`config.mk`:
```
export PLATFORM = sky130hd
export DESIGN_NAME = mc_ctrl_flat
export DESIGN_NICKNAME = d
export VERILOG_FILES = /design/src/rtl/mc_ctrl_if.sv /design/src/rtl/mc_ctrl.sv /design/src/flat_wrapper.sv
export SDC_FILE = /design/constraint.sdc
export NUM_CORES = 1
export LEC_CHECK = 0
export ABC_AREA = 1
export CAP_MARGIN = 20
export CORE_UTILIZATION = 30
export CTS_CLUSTER_DIAMETER = 40
export DETAILED_ROUTE_END_ITERATION = 10
export GPL_TIMING_DRIVEN = 0
export PLACE_DENSITY_LB_ADDON = 0.05
export SETUP_SLACK_MARGIN = 0.5
export SYNTH_ARGS = -nofsm -noshare
export SYNTH_HDL_FRONTEND = slang
export SYNTH_SLANG_ARGS = --single-unit
```
`constraint.sdc`:
```
create_clock -name clk -period 2 [get_ports clk]
set_clock_uncertainty 0.2 [all_clocks]
set_input_delay 0.5 -clock clk [delete_from_list [all_inputs] [get_ports clk]]
set_output_delay 0.5 -clock clk [all_outputs]
set_load 0.05 [all_outputs]
```
`src/rtl/mc_ctrl_if.sv`:
```
// ---------------------------------------------------------------------------
// mc_ctrl_if -- bundle between the multi-cycle controller and its datapath.
//
//   master : the controller (mc_ctrl). Receives the fetched instruction,
//            fetch/memory handshakes and ALU flags. Drives the datapath
//            control fields and one-cycle strobes.
//   slave  : the datapath / memory side (or a testbench standing in for it).
//
// Signals
//   instr[31:0]    fetched instruction word, valid when instr_valid=1
//   instr_valid    fetch handshake complete
//   mem_ready      data-memory access complete
//   less, zero     ALU flags (zero=1: operands equal)
//   fetch_req      request next instruction
//   ALUctr[3:0]    ALU operation
//   ALUAsrc        0 rs1, 1 pc
//   ALUBsrc[1:0]   00 rs2, 01 imm, 10 constant 4
//   ExtOp[2:0]     immediate format 000 I, 001 U, 010 S, 011 B, 100 J
//   RegWr, MemRd, MemWr, PCWr   one-cycle strobes
//   MemOP[2:0]     funct3 of the load/store in flight
//   PCsrc[1:0]     00 pc+4, 01 pc+imm, 10 (rs1+imm)&~1
//   halted         illegal instruction seen
// ---------------------------------------------------------------------------
interface mc_ctrl_if;
    logic [31:0] instr;
    logic        instr_valid;
    logic        mem_ready;
    logic        less;
    logic        zero;
    logic        fetch_req;
    logic [3:0]  ALUctr;
    logic        ALUAsrc;
    logic [1:0]  ALUBsrc;
    logic [2:0]  ExtOp;
    logic        RegWr;
    logic        MemRd;
    logic        MemWr;
    logic        PCWr;
    logic [2:0]  MemOP;
    logic [1:0]  PCsrc;
    logic        halted;

    modport master (
        input  instr, instr_valid, mem_ready, less, zero,
        output fetch_req, ALUctr, ALUAsrc, ALUBsrc, ExtOp,
               RegWr, MemRd, MemWr, PCWr, MemOP, PCsrc, halted
    );

    modport slave (
        output instr, instr_valid, mem_ready, less, zero,
        input  fetch_req, ALUctr, ALUAsrc, ALUBsrc, ExtOp,
               RegWr, MemRd, MemWr, PCWr, MemOP, PCsrc, halted
    );
endinterface

```
`src/rtl/mc_ctrl.sv`:
```
// ---------------------------------------------------------------------------
// mc_ctrl -- multi-cycle RV32I control unit.
//
// Sequence: FETCH -> DECODE -> EXEC -> {MEM} -> {WB} -> FETCH, with HALT as a
// sticky sink for illegal encodings (left only through reset).
//
// Ports
//   clk   system clock, all state changes on the rising edge
//   rst   synchronous, active-high reset
//   bus   mc_ctrl_if.master (instruction, handshakes, flags in; controls out)
//
// Control fields and most strobes are registered: they are computed on the
// transition into the state that uses them. Three outputs cannot be known one
// cycle early and are resolved combinationally in the state itself:
//   - PCsrc of a branch in EXEC depends on the ALU flags of that cycle,
//   - PCWr of a store fires in the MEM cycle that sees mem_ready,
//   - every strobe is forced low while rst is high, so a reset arriving in
//     MEM or WB never lets a write or PC update escape.
// ---------------------------------------------------------------------------
module mc_ctrl (
    input  logic      clk,
    input  logic      rst,
    mc_ctrl_if.master bus
);
    typedef enum logic [2:0] {
        S_FETCH,
        S_DECODE,
        S_EXEC,
        S_MEM,
        S_WB,
        S_HALT
    } state_t;

    localparam logic [6:0] OPC_LUI    = 7'b0110111;
    localparam logic [6:0] OPC_AUIPC  = 7'b0010111;
    localparam logic [6:0] OPC_JAL    = 7'b1101111;
    localparam logic [6:0] OPC_JALR   = 7'b1100111;
    localparam logic [6:0] OPC_BRANCH = 7'b1100011;
    localparam logic [6:0] OPC_LOAD   = 7'b0000011;
    localparam logic [6:0] OPC_STORE  = 7'b0100011;
    localparam logic [6:0] OPC_OPIMM  = 7'b0010011;
    localparam logic [6:0] OPC_OP     = 7'b0110011;

    localparam logic [2:0] EXT_I = 3'b000;
    localparam logic [2:0] EXT_U = 3'b001;
    localparam logic [2:0] EXT_S = 3'b010;
    localparam logic [2:0] EXT_B = 3'b011;
    localparam logic [2:0] EXT_J = 3'b100;

    localparam logic [31:0] IR_NOP = 32'h0000_0013;

    state_t      state_reg;
    logic [31:0] ir_reg;
    logic        halted_reg;
    logic [3:0]  alu_ctr_reg;
    logic        alu_asrc_reg;
    logic [1:0]  alu_bsrc_reg;
    logic [2:0]  ext_op_reg;
    logic [2:0]  memop_reg;
    logic [1:0]  pcsrc_reg;
    logic        fetch_req_reg;
    logic        regwr_reg;
    logic        memrd_reg;
    logic        memwr_reg;
    logic        pcwr_reg;

    // ------------------------------------------------------------------
    // IR field decode
    // ------------------------------------------------------------------
    logic [6:0] opcode;
    logic [2:0] funct3;
    logic [6:0] funct7;
    logic       is_branch;
    logic       is_load;
    logic       is_store;

    assign opcode    = ir_reg[6:0];
    assign funct3    = ir_reg[14:12];
    assign funct7    = ir_reg[31:25];
    assign is_branch = (opcode == OPC_BRANCH);
    assign is_load   = (opcode == OPC_LOAD);
    assign is_store  = (opcode == OPC_STORE);

    // Register specifiers and immediate bits belong to the datapath.
    logic unused_ir_bits;
    assign unused_ir_bits = ^{ir_reg[24:15], ir_reg[11:7]};

    // ALU code for register/immediate arithmetic: {alt, funct3}, except that
    // sltu lives at 1010 rather than 0011 (0011 is pass-B for LUI).
    function automatic logic [3:0] arith_ctr(input logic [2:0] f3, input logic alt);
        if (f3 == 3'b011) begin
            return 4'b1010;
        end
        return {alt, f3};
    endfunction

    logic legal;
    always_comb begin
        legal = 1'b0;
        case (opcode)
            OPC_LUI, OPC_AUIPC, OPC_JAL: legal = 1'b1;
            OPC_JALR:   legal = (funct3 == 3'b000);
            OPC_BRANCH: legal = (funct3[2:1] != 2'b01);
            OPC_LOAD:   legal = (funct3 != 3'b011) && (funct3[2:1] != 2'b11);
            OPC_STORE:  legal = (funct3[2] == 1'b0) && (funct3 != 3'b011);
            OPC_OPIMM: begin
                case (funct3)
                    3'b001:  legal = (funct7 == 7'h00);
                    3'b101:  legal = (funct7 == 7'h00) || (funct7 == 7'h20);
                    default: legal = 1'b1;
                endcase
            end
            OPC_OP: legal = (funct7 == 7'h00) ||
                            ((funct7 == 7'h20) && ((funct3 == 3'b000) || (funct3 == 3'b101)));
            default: legal = 1'b0;
        endcase
    end

    logic [3:0] alu_ctr_d;
    logic       alu_asrc_d;
    logic [1:0] alu_bsrc_d;
    logic [2:0] ext_op_d;
    logic [1:0] pcsrc_d;
    always_comb begin
        alu_ctr_d  = 4'b0000;
        alu_asrc_d = 1'b0;
        alu_bsrc_d = 2'b01;
        ext_op_d   = EXT_I;
        pcsrc_d    = 2'b00;
        case (opcode)
            OPC_OP: begin
                alu_bsrc_d = 2'b00;
                alu_ctr_d  = arith_ctr(funct3, funct7[5] &&
                                       ((funct3 == 3'b000) || (funct3 == 3'b101)));
            end
            // funct7[5] of an immediate op only means "arithmetic" on srai;
            // elsewhere it is just an immediate bit, so addi never becomes sub.
            OPC_OPIMM: alu_ctr_d = arith_ctr(funct3, funct7[5] && (funct3 == 3'b101));
            OPC_LUI: begin
                alu_ctr_d = 4'b0011;
                ext_op_d  = EXT_U;
            end
            OPC_AUIPC: begin
                alu_asrc_d = 1'b1;
                ext_op_d   = EXT_U;
            end
            // Jumps compute the link value pc+4; the target comes from PCsrc.
            OPC_JAL: begin
                alu_asrc_d = 1'b1;
                alu_bsrc_d = 2'b10;
                ext_op_d   = EXT_J;
                pcsrc_d    = 2'b01;
            end
            OPC_JALR: begin
                alu_asrc_d = 1'b1;
                alu_bsrc_d = 2'b10;
                pcsrc_d    = 2'b10;
            end
            OPC_BRANCH: begin
                alu_ctr_d  = funct3[1] ? 4'b1010 : 4'b0010;
                alu_bsrc_d = 2'b00;
                ext_op_d   = EXT_B;
            end
            OPC_STORE: ext_op_d = EXT_S;
            default: ;
        endcase
    end

    logic taken;
    always_comb begin
        case (funct3)
            3'b000:         taken = bus.zero;
            3'b001:         taken = !bus.zero;
            3'b100, 3'b110: taken = bus.less;
            default:        taken = !bus.less;
        endcase
    end

    // ------------------------------------------------------------------
    // FSM with registered outputs
    // ------------------------------------------------------------------
    always_ff @(posedge clk) begin
        if (rst) begin
            state_reg     <= S_FETCH;
            ir_reg        <= IR_NOP;
            halted_reg    <= 1'b0;
            alu_ctr_reg   <= 4'b0000;
            alu_asrc_reg  <= 1'b0;
            alu_bsrc_reg  <= 2'b00;
            ext_op_reg    <= EXT_I;
            memop_reg     <= 3'b000;
            pcsrc_reg     <= 2'b00;
            fetch_req_reg <= 1'b0;
            regwr_reg     <= 1'b0;
            memrd_reg     <= 1'b0;
            memwr_reg     <= 1'b0;
            pcwr_reg      <= 1'b0;
        end else begin
            fetch_req_reg <= 1'b0;
            regwr_reg     <= 1'b0;
            pcwr_reg      <= 1'b0;
            case (state_reg)
                S_FETCH: begin
                    if (bus.instr_valid) begin
                        ir_reg    <= bus.instr;
                        state_reg <= S_DECODE;
                    end else begin
                        fetch_req_reg <= 1'b1;
                    end
                end
                S_DECODE: begin
                    if (!legal) begin
                        state_reg  <= S_HALT;
                        halted_reg <= 1'b1;
                    end else begin
                        state_reg    <= S_EXEC;
                        alu_ctr_reg  <= alu_ctr_d;
                        alu_asrc_reg <= alu_asrc_d;
                        alu_bsrc_reg <= alu_bsrc_d;
                        ext_op_reg   <= ext_op_d;
                        pcsrc_reg    <= pcsrc_d;
                        memop_reg    <= (is_load || is_store) ? funct3 : 3'b000;
                        // A branch retires in EXEC, so its PC update is armed now.
                        pcwr_reg     <= is_branch;
                    end
                end
                S_EXEC: begin
                    if (is_branch) begin
                        state_reg     <= S_FETCH;
                        fetch_req_reg <= 1'b1;
                    end else if (is_load || is_store) begin
                        state_reg <= S_MEM;
                        memrd_reg <= is_load;
                        memwr_reg <= is_store;
                    end else begin
                        state_reg <= S_WB;
                        regwr_reg <= 1'b1;
                        pcwr_reg  <= 1'b1;
                    end
                end
                S_MEM: begin
                    if (bus.mem_ready) begin
                        memrd_reg <= 1'b0;
                        memwr_reg <= 1'b0;
                        if (is_load) begin
                            state_reg <= S_WB;
                            regwr_reg <= 1'b1;
                            pcwr_reg  <= 1'b1;
                        end else begin
                            state_reg     <= S_FETCH;
                            fetch_req_reg <= 1'b1;
                            memop_reg     <= 3'b000;
                        end
                    end
                end
                S_WB: begin
                    state_reg     <= S_FETCH;
                    fetch_req_reg <= 1'b1;
                    pcsrc_reg     <= 2'b00;
                    memop_reg     <= 3'b000;
                end
                S_HALT: ;
                default: state_reg <= S_HALT;
            endcase
        end
    end

    // ------------------------------------------------------------------
    // Outputs
    // ------------------------------------------------------------------
    logic store_done;
    assign store_done = (state_reg == S_MEM) && is_store && bus.mem_ready;

    // Strobe order: fetch_req, RegWr, MemRd, MemWr, PCWr
    logic [4:0] strobe_raw;
    logic [4:0] strobe_out;
    assign strobe_raw = {fetch_req_reg, regwr_reg, memrd_reg, memwr_reg, pcwr_reg | store_done};

    for (genvar gi = 0; gi < 5; gi++) begin : g_strobe_gate
        assign strobe_out[gi] = strobe_raw[gi] & ~rst;
    end

    assign bus.fetch_req = strobe_out[4];
    assign bus.RegWr     = strobe_out[3];
    assign bus.MemRd     = strobe_out[2];
    assign bus.MemWr     = strobe_out[1];
    assign bus.PCWr      = strobe_out[0];

    assign bus.ALUctr  = alu_ctr_reg;
    assign bus.ALUAsrc = alu_asrc_reg;
    assign bus.ALUBsrc = alu_bsrc_reg;
    assign bus.ExtOp   = ext_op_reg;
    assign bus.MemOP   = memop_reg;
    assign bus.halted  = halted_reg;
    assign bus.PCsrc   = ((state_reg == S_EXEC) && is_branch) ? {1'b0, taken} : pcsrc_reg;
endmodule

```
`src/flat_wrapper.sv`:
```
// flat-port wrapper written by rule: the top's interface ports become plain ports
module mc_ctrl_flat 
  (clk, rst, bus_instr, bus_instr_valid, bus_mem_ready, bus_less, bus_zero, bus_fetch_req, bus_ALUctr, bus_ALUAsrc, bus_ALUBsrc, bus_ExtOp, bus_RegWr, bus_MemRd, bus_MemWr, bus_PCWr, bus_MemOP, bus_PCsrc, bus_halted);
  mc_ctrl_if bus_i ();
  input  logic clk;
  input  logic rst;
  input wire logic [$bits(bus_i.instr)-1:0] bus_instr;
  input wire logic [$bits(bus_i.instr_valid)-1:0] bus_instr_valid;
  input wire logic [$bits(bus_i.mem_ready)-1:0] bus_mem_ready;
  input wire logic [$bits(bus_i.less)-1:0] bus_less;
  input wire logic [$bits(bus_i.zero)-1:0] bus_zero;
  output wire logic [$bits(bus_i.fetch_req)-1:0] bus_fetch_req;
  output wire logic [$bits(bus_i.ALUctr)-1:0] bus_ALUctr;
  output wire logic [$bits(bus_i.ALUAsrc)-1:0] bus_ALUAsrc;
  output wire logic [$bits(bus_i.ALUBsrc)-1:0] bus_ALUBsrc;
  output wire logic [$bits(bus_i.ExtOp)-1:0] bus_ExtOp;
  output wire logic [$bits(bus_i.RegWr)-1:0] bus_RegWr;
  output wire logic [$bits(bus_i.MemRd)-1:0] bus_MemRd;
  output wire logic [$bits(bus_i.MemWr)-1:0] bus_MemWr;
  output wire logic [$bits(bus_i.PCWr)-1:0] bus_PCWr;
  output wire logic [$bits(bus_i.MemOP)-1:0] bus_MemOP;
  output wire logic [$bits(bus_i.PCsrc)-1:0] bus_PCsrc;
  output wire logic [$bits(bus_i.halted)-1:0] bus_halted;
  assign bus_i.instr = bus_instr;
  assign bus_i.instr_valid = bus_instr_valid;
  assign bus_i.mem_ready = bus_mem_ready;
  assign bus_i.less = bus_less;
  assign bus_i.zero = bus_zero;
  assign bus_fetch_req = bus_i.fetch_req;
  assign bus_ALUctr = bus_i.ALUctr;
  assign bus_ALUAsrc = bus_i.ALUAsrc;
  assign bus_ALUBsrc = bus_i.ALUBsrc;
  assign bus_ExtOp = bus_i.ExtOp;
  assign bus_RegWr = bus_i.RegWr;
  assign bus_MemRd = bus_i.MemRd;
  assign bus_MemWr = bus_i.MemWr;
  assign bus_PCWr = bus_i.PCWr;
  assign bus_MemOP = bus_i.MemOP;
  assign bus_PCsrc = bus_i.PCsrc;
  assign bus_halted = bus_i.halted;
  mc_ctrl u_core (.clk(clk), .rst(rst), .bus(bus_i));
endmodule
```
==> results.toml <==
[critical_path]
cp_data_required_time_ps = 1300
critPathMaxFanout = 3
regToRegEndpoint = "u_core.bus.ALUctr[3]"
rrSetupSlack_ps = -80
end_kind = "output port"
startpoint = "u_core.ir_reg[3]"
setup.worst_path.class = "flop to output port"
reg2reg_depth = 16
worst_setup_path_start_kind = "flop"
rr_startpoint = "u_core.ir_reg[3]"
critPathArrivalTime_ps = 1570

[clocking]
cts_tree = "yes"
h-tree-depth = 2
clk-insertion-delay-late_ps = 290
clk_transition_reported_paths_ps = 80
cts-root-buf = "clkbuf_8"
cts.sinks = 41
cts_buffers = 5
clk_path_buf_depth = 2

[grt]
grt_overflow = 0
grt_use_total_pct = 16.7
grt_start_max_net_pins = 14
grt_pass1_vias = 2123
antenna_found_initial = 0
grt_pass1_wl_um = 9940

[placement]
hpwl_um = 4210
dp_cells = 474
gp_congestion = 0.835
port_buffers = 43
dpl-instance-area_mm2 = 0.00286
pre_cts_slack_ps = -1070

[cells_and_area]
fillers = 711
diodes = 0
stdcell_count = 521
layout-drive-gt1-share_pct = 44.0
seqCellArea_um2 = 875
fin_area_mm2 = 0.00368
multi_input_area_mm2 = 0.00146
final_nets = 462
syn_to_final_growth_pct = 69.4
largest_register_ffs = 17
fin_util_pct = 53.3

[synthesis]
syn_avg_cell_area_um2 = 6.49
yosysTopAreaCellShare_pct = 37.8
synth.yosys.seq_area_share_pct = 37.8
yosys-top-cells-area = "dfxtp_1 38%, nor2_1 11%, nand2_1 11%, inv_1 7.3%, nand3_1 6.2%"
synth_fp_nets = 373
ys_ff_latch = 41
syn_area_mm2 = 0.00217
synth_top_area_cell = "dfxtp_1"
netlist_instances = 335
ys_types = 24
ys_warn_count = 0

[routing]
viasPerCell = 4.45
ant_nets = 0
vias = 2319
drc = 0
post_drt_wl_per_cell_um = 12.0
wl_um = 6250
drtIter0Drc = 64
drtPass1Iterations = 4

[pwr]
p_total_mw = 5.73
power_density_mw_per_mm2 = 1560
p_leak_nw = 1.63
peakVddDrop_v = 0.000528

[die]
coreArea_mm2 = 0.00691
fp.dieH_um = 87.1
die_x_um = 87.1
row_count = 30
io_pins = 59
start_util_pct = 31.5
die_area_mm2 = 0.00759

[hold_path]
hold_path_depth = 2
hold_end = "u_core.bus.halted"
min_from = "u_core.bus.halted"
holdCritPathClass = "flop to flop"

[timing]
slew_violations = 0
finalCritPeriodShare_pct = 114
worst_pin_slew_ps = 476
hold_ws_ps = 273
fmax_mhz = 440
setup_tns_ps = -1410
hold_viol = 0
finalSetupViolations = 19
setup_slack_ps = -272
slew_headroom_pct = 68.2
period_minus_slack_ps = 2270
rsz0062_at_grt = "yes"

[run_status]
violations = "negative setup slack"
status = "finished, violations left"

[job]
drv_cap = 0
cell usage in the layout (no fill, tap or decap), types with 2 or more instances in the layout:
master / n
nand2_1: 57
nor2_1: 48
inv_1: 35
buf_4: 32
nor2_4: 21
nand3_1: 21
clkdlybuf4s50_1: 18
nor2_2: 16
buf_8: 16
dfxtp_2: 16
dfxtp_1: 16
o21ai_0: 15
inv_2: 11
buf_6: 11
a21oi_1: 10
dfxtp_4: 9
a21oi_2: 8
clkbuf_8: 8
nand2_4: 6
nand2_2: 6
nand3_2: 5
nand3_4: 4
o21ai_1: 4
o21ai_2: 3
nor3_1: 3
dlygate4sd2_1: 3
inv_4: 2
clkbuf_1: 2
a31oi_1: 2
a211oi_1: 2
logic make-up (layout without fill, tap and decap cells):
logic type | count (synthesis) | in the layout | synth area share [%]
AOI/OAI and AO/OA | 49 | 49 | 12.2
buffers and inverters | 57 | 145 | 10.4
and+or+nand+nor | 188 | 190 | 39.7
DFF | 41 | 41 | 37.8
cells in the mapped netlist:
cell / n
nand2_2: 5
inv_1: 42
inv_2: 6
nor3_2: 1
nor2_2: 21
nor2_4: 1
a21o_1: 1
a31oi_1: 2
a211oi_2: 1
nand2_1: 62
nand2_4: 2
nand3_2: 2
nor3_1: 3
inv_8: 1
nor3_4: 1
a21oi_1: 19
dfxtp_1: 41
clkbuf_1: 7
nand3_1: 27
nor2_1: 63
buf_4: 1
o21ai_0: 23
a211oi_1: 2
o211ai_1: 1
layer usage:
layer | GRT usage [%] | vias up | share of wire [%]
met2 | 26.2 | 47 | 47
met5 | 0 | - | 0
li1 | - | 1225 | -
met4 | 5.66 | 0 | 1.5
met3 | 3.03 | 8 | 2.7
met1 | 23.2 | 1039 | 49
worst max-delay path: stages, from the launching register on:
cell	delay [ps]
dfxtp_2	330
inv_2	50
nand2_2	60
nor2_4	110
buf_4	130
buf_6	100
nand2_4	80
inv_4	80
a21oi_2	70
nor2_4	100
buf_6	150
layout make-up:
| class | count | share of cell area [%] |
|---|---|---|
| plain buffers | 8 | 2.38 |
| repair buffers | 79 | 22.0 |
| flip-flops and latches | 41 | 23.8 |
| clock buffers | 6 | 2.24 |
| clock inverters | 2 | 1.02 |
| multi-input cells | 239 | 39.6 |
| inverters | 49 | 5.47 |
| repair inverters | 1 | 0.306 |
| well taps | 96 | 3.26 |
how the worst max path moves through the flow:
stage,slack [ps],end
2_1_floorplan,80,bus_PCsrc[0]
3_3_place_gp,-1060,bus_PCsrc[0]
3_5_place_dp,-1070,bus_PCsrc[0]
4_1_cts,-240,bus_PCsrc[0]
5_1_grt,-360,bus_PCsrc[0]
6_report,-270,bus_PCWr
what timing repair did:
item                                    4_1_cts  5_1_grt
endpoints found under the setup margin       62       62
hold buffers                                  0        0
gates resized for setup                     205       59
pin swaps                                    10       11
setup buffers                                19       17
hold endpoints to repair                      0        0
cloned                                        2        1
where the power goes:
part / switching (mW) / internal [mW] / leakage, nW
sequential: 0.270 / 1.16 / 0.348
clock: 0.300 / 0.406 / 0.0574
combinational: 2.10 / 1.49 / 1.23
No activity file was read; power rests on OpenSTA's default activity.
